===== config.mk =====
export PLATFORM = sky130hd
export DESIGN_NAME = booth_mac_acc
export DESIGN_NICKNAME = d
export VERILOG_FILES = /design/src/rtl/booth_pkg.sv /design/src/rtl/booth_mac_acc_add.sv /design/src/rtl/booth_mac_acc.sv
export SDC_FILE = /design/constraint.sdc
export NUM_CORES = 1
export LEC_CHECK = 0
export BUFFER_PORTS_ARGS = -buffer_cell sky130_fd_sc_hd__buf_2
export CORE_MARGIN = 3
export CORE_UTILIZATION = 55
export DETAILED_ROUTE_END_ITERATION = 16
export PLACE_DENSITY = 0.82
export SYNTH_ARGS = -nofsm -noshare
export SYNTH_HDL_FRONTEND = slang
export SYNTH_SLANG_ARGS = --single-unit

===== constraint.sdc =====
create_clock -name clk -period 2.9 [get_ports clk]
set_clock_uncertainty 0.05 [all_clocks]
set_input_delay 0 -clock clk [delete_from_list [all_inputs] [get_ports clk]]
set_output_delay 0 -clock clk [all_outputs]
set_load 0.02 [all_outputs]

===== src/rtl/booth_pkg.sv =====
// booth_pkg: shared defaults, state type and sign-extension helper for the Booth accumulate stage.
// The saturating build (BOOTH_ACC_SAT_EN) only affects booth_acc_add.
package booth_pkg;
  localparam int N_DEF = 8;
  localparam int GUARD_DEF = 4;
  localparam int LEN_DEF = 8;
  localparam int MAX_W = 64;
  typedef enum logic {ACC, HOLD} acc_state_t;
  // Sign-extends the low pw bits of p across the full MAX_W-bit word; callers truncate to ACC_W.
  function automatic logic [MAX_W-1:0] sext(input logic [MAX_W-1:0] p, input int unsigned pw);
    logic signed [MAX_W-1:0] t;
    t = p << (MAX_W - pw);
    return t >>> (MAX_W - pw);
  endfunction
endpackage


===== src/rtl/booth_mac_acc_add.sv =====
// booth_acc_add: ACC_W-bit signed adder with overflow flag.
// With BOOTH_ACC_SAT_EN defined the sum clamps to the signed range on overflow; otherwise it wraps.
module booth_acc_add #(
  parameter int ACC_W = 21
) (
  input  logic [ACC_W-1:0] a,
  input  logic [ACC_W-1:0] b,
  output logic [ACC_W-1:0] sum,
  output logic             ovf
);
  logic [ACC_W-1:0] raw;
  always_comb begin
    raw = a + b;
    ovf = (a[ACC_W-1] == b[ACC_W-1]) && (raw[ACC_W-1] != a[ACC_W-1]);
`ifdef BOOTH_ACC_SAT_EN
    sum = ovf ? {a[ACC_W-1], {(ACC_W-1){~a[ACC_W-1]}}} : raw;
`else
    sum = raw;
`endif
  end
endmodule


===== src/rtl/booth_mac_acc.sv =====
// booth_mac_acc: frame accumulator for signed Booth products with valid/ready in and out.
// Define BOOTH_ACC_SAT_EN to make the accumulator saturate instead of wrap.
module booth_mac_acc
  import booth_pkg::*;
#(
  parameter int N     = N_DEF,
  parameter int GUARD = GUARD_DEF,
  parameter int ACC_W = 2*N+1+GUARD,
  parameter int LEN   = LEN_DEF,
  parameter int CNT_W = $clog2(LEN+1)
) (
  input  logic             clk,
  input  logic             rst_n,
  input  logic             clear,
  input  logic             in_valid,
  output logic             in_ready,
  input  logic [2*N:0]     in_prod,
  input  logic             in_last,
  output logic             out_valid,
  input  logic             out_ready,
  output logic [ACC_W-1:0] out_acc,
  output logic [CNT_W-1:0] out_count,
  output logic             out_ovf
);
  localparam int P_W = 2*N+1;
  acc_state_t state, state_next;
  logic [ACC_W-1:0] acc, prod_ext, sum;
  logic [CNT_W-1:0] count, count_next;
  logic sticky, ovf, accept, close;
  assign prod_ext = ACC_W'(sext(MAX_W'(in_prod), P_W));
  booth_acc_add #(.ACC_W(ACC_W)) u_add (
    .a  (acc),
    .b  (prod_ext),
    .sum(sum),
    .ovf(ovf)
  );
  // A beat coincident with clear is treated as consumed but never summed.
  always_comb begin
    in_ready   = state == ACC;
    out_valid  = state == HOLD;
    accept     = in_valid && in_ready && !clear;
    count_next = count + CNT_W'(1);
    close      = accept && (in_last || count_next == CNT_W'(LEN));
    state_next = clear ? ACC : (state == HOLD) ? (out_ready ? ACC : HOLD) : (close ? HOLD : ACC);
  end
  always_ff @(posedge clk or negedge rst_n) begin
    if (!rst_n) begin
      state     <= ACC;
      acc       <= '0;
      count     <= '0;
      sticky    <= 1'b0;
      out_acc   <= '0;
      out_count <= '0;
      out_ovf   <= 1'b0;
    end else begin
      state <= state_next;
      if (clear || (state == HOLD && out_ready)) begin
        acc    <= '0;
        count  <= '0;
        sticky <= 1'b0;
      end else if (accept) begin
        acc    <= sum;
        count  <= count_next;
        sticky <= sticky | ovf;
      end
      if (close) begin
        out_acc   <= sum;
        out_count <= count_next;
        out_ovf   <= sticky | ovf;
      end
    end
  end
endmodule


==> results.yml <==
yosys:
  ys_seq_elements: 53
  syn_area_mm2: 0.00300
  synth_cell_types: 39
  synth-seq-area-share: 0.442
  synth_cells: 297
  yosys_warnings: 0
  synth_nets: 342
  syn_area_per_cell_um2: 10.1
routing:
  routedWlPerCell_um: 16.0
  ant_nets: 0
  drtPass1Iterations: 4
  vias: 2420
  drt_iter0_markers: 120
  drc: 0
  via_per_inst: 5.80
  wl_um: 6690
critical_path:
  path_cells: "ha_1 -> fa_1 -> a21o_1 -> a221o_1 -> a221oi_2 -> o21ai_2 -> a221oi_2 -> xor2_1 -> o21ai_1"
  worstPathRequired_ps: 3030
  r2r_end: "acc[18]"
  cpMostUsedCell: "a221oi_2"
  worst-path-max-fanout: 3
  worstReg2RegStart: "acc[0]"
  reg2reg_slack_ps: 150
  crit_buf_inv: 0
  slowest_stage: "fa_1"
  cp_slowest_stage_delay_ps: 410
  cp_top_family: "compound AO/OA/AOI/OAI gates"
  critPathKind: "flip-flop to flip-flop"
  cp.arrival_ps: 2880
  endpoint_kind: "flip-flop"
  cp-start-kind: "flip-flop"
  startpoint: "acc[0]"
  reg2reg_depth: 9
min_path:
  hp-class: "primary input to flip-flop"
  min_to: "sticky"
  holdPathStages: 3
  hold_path_startpoint: "out_ready"
power:
  ir_drop_v: 0.000404
  power.density_mw_per_mm2: 791
  swShare: 0.409
  p_seq_frac: 0.390
  p_leak_nw: 1.71
  clock_power_share: 0.154
  pwr-share-comb: 0.455
  p_switching_mw: 1.11
  power.internal_mw: 1.61
timing:
  finalCriticalPeriod_ps: 2750
  post-route-period-util: 0.950
  fin_setup_tns_ps: 0
  slew_headroom: 0.280
  slew_violations: 0
  worst_pin_slew_ps: 1080
  rsz0062_at_grt: "false"
  hold_violations: 0
  fmax_mhz: 363
  setup_viol: 0
  fin_hold_ws_ps: 48.7
global_routing:
  grt_first_pass_wirelength_um: 11200
  antenna_found_initial: 0
  grt_overflow: 0
  grt_pass1_vias: 2355
  grt_util_all_layers: 0.226
  grt_max_degree: 29
finish:
  antenna_cells: 0
  layout_common_cells: "dfrtp_1 (53), buf_2 (50), nand2_1 (41)"
  final.fill_count: 417
  nets: 391
  layout_commonest_cell: "dfrtp_1"
  drive_above_1_share: 0.236
  synthToLayoutAreaGrowth_pct: 14.5
job:
  max_cap_viol_count: 0
clocking:
  cts_buffers: 5
  h-tree-depth: 2
  cts_tree: "built"
  cts.path.max_buffers: 2
  cts_setup_buffers: 0
  clock-root-buffer: "clkbuf_8"
  clk_pin_slew_ps: 100
  cts_sinks: 53
  clock_latency_ps: 310
die:
  die_y_um: 79.9
  boundaryPins: 51
  fp.dieW_um: 79.9
  coreArea_mm2: 0.00520
  die_area_mm2: 0.00638
  initial_core_util: 0.577
  row_count: 26
place:
  dp_hpwl_um: 4870
  gp_congestion: 0.905
  port_buffers: 50
run_status:
  status: "completed"
==> Yosys cell counts <==
cell type,instances,share of area
a41oi_1,2,0.0058
o21ai_0,30,0.050
nor2_1,7,0.0088
ha_1,21,0.087
nand2_1,41,0.051
mux2i_1,1,0.0033
clkbuf_1,14,0.017
a221o_1,1,0.0033
a32oi_1,1,0.0029
o21ai_2,3,0.0088
and4_1,3,0.0088
nand2b_1,1,0.0021
o21a_1,1,0.0025
and2_1,4,0.0083
or2_2,1,0.0021
xnor2_1,12,0.035
a311o_1,1,0.0033
o21ba_1,1,0.0033
a21oi_1,15,0.025
a21o_1,14,0.035
a221oi_1,4,0.012
o211ai_1,1,0.0025
a221oi_2,4,0.020
nand3_1,4,0.0067
a21boi_0,1,0.0025
nor3b_1,1,0.0025
inv_1,6,0.0075
fa_1,1,0.0067
xor2_1,9,0.026
o21bai_1,2,0.0050
xor2_2,1,0.0054
nand4_1,3,0.0063
buf_2,2,0.0033
and3_2,1,0.0025
a22o_1,11,0.032
mux2_2,10,0.038
a31oi_1,1,0.0021
dfrtp_1,53,0.44
o21ai_1,8,0.013
==> metal layers <==
| metal | GRT usage | vias to the layer above | part of all wire | wire, µm |
|---|---|---|---|---|
| met5 | 0 | - | 0 | 0 |
| met4 | 0.0659 | 0 | 0.0088 | 59 |
| met3 | 0.0463 | 7 | 0.046 | 307 |
| met2 | 0.360 | 55 | 0.47 | 3150 |
| met1 | 0.311 | 1188 | 0.47 | 3170 |
| li1 | - | 1170 | - | - |
==> worst reg2reg max path: cells and delay by family (launching register included) <==
family	cells	cell delay, ps
compound gates	6	1340
fa+ha+maj	2	620
xor+xnor	1	230
flops	1	390
==> layout make-up <==
| class | count | area, µm² | share of cell area |
|---|---|---|---|
| multi-input cells | 222 | 1600 | 0.464 |
| flip-flops and latches | 53 | 1330 | 0.386 |
| repair buffers | 58 | 320 | 0.0931 |
| well taps | 70 | 87.6 | 0.0255 |
| clock buffers | 6 | 72.6 | 0.0211 |
| inverters | 6 | 22.5 | 0.00655 |
| clock inverters | 2 | 15.0 | 0.00437 |
==> registers in the layout, summed over array words and instances, names as in the netlist <==
| signal | cells |
|---|---|
| acc | 21 |
| out_acc | 21 |
| count | 4 |
| out_count | 4 |
| out_ovf | 1 |
| out_valid | 1 |
| sticky | 1 |
==> power groups by stage <==
stage | combinational (mW) | clock (mW) | sequential, mW
2_1_floorplan | 0.693 | 0 | 1.24
3_5_place_dp | 1.23 | 0 | 1.07
4_1_cts | 1.24 | 0.429 | 1.06
3_3_place_gp | 1.20 | 0 | 1.06
6_report | 1.24 | 0.419 | 1.06
5_1_grt | 1.36 | 0.466 | 1.09
==> worst max path at each step <==
stage,endpoint,depth (start not counted)
floorplan,out_acc[18],9
global placement,acc[18],9
detailed placement,acc[18],9
CTS,acc[18],9
global route,acc[18],9
finish,acc[18],9
==> cell families after synthesis <==
| kind of cell | count (synthesis) | synth area share |
|---|---|---|
| flip-flops | 53 | 0.442 |
| XOR/XNOR | 22 | 0.0667 |
| multiplexers | 11 | 0.0408 |
| buffers and inverters | 22 | 0.0283 |
| AO/OA/AOI/OAI | 101 | 0.229 |
| AND/OR/NAND/NOR | 66 | 0.0992 |
| adder cells (fa/ha/maj) | 22 | 0.0942 |
==> what timing repair did <==
action                                 CTS  global route
endpoints found under the hold margin   29             0
gates resized for setup                  0             0
hold buffers                             4             0
==> per-stage QoR <==
| stage | utilization | setup WS, ps | instance area, µm² | cells | total power, mW |
|---|---|---|---|---|---|
| after floorplan | - | 409 | 3000 | 297 | 1.94 |
| after global placement | 0.636 | 313 | 3310 | 405 | 2.26 |
| after detailed placement | 0.636 | 189 | 3310 | 405 | 2.30 |
| after CTS | 0.661 | 168 | 3440 | 417 | 2.73 |
| after global routing | 0.661 | 18.8 | 3440 | 417 | 2.92 |
| final | 0.661 | 146 | 3440 | 417 | 2.72 |
No activity file was read; power rests on OpenSTA's default activity.
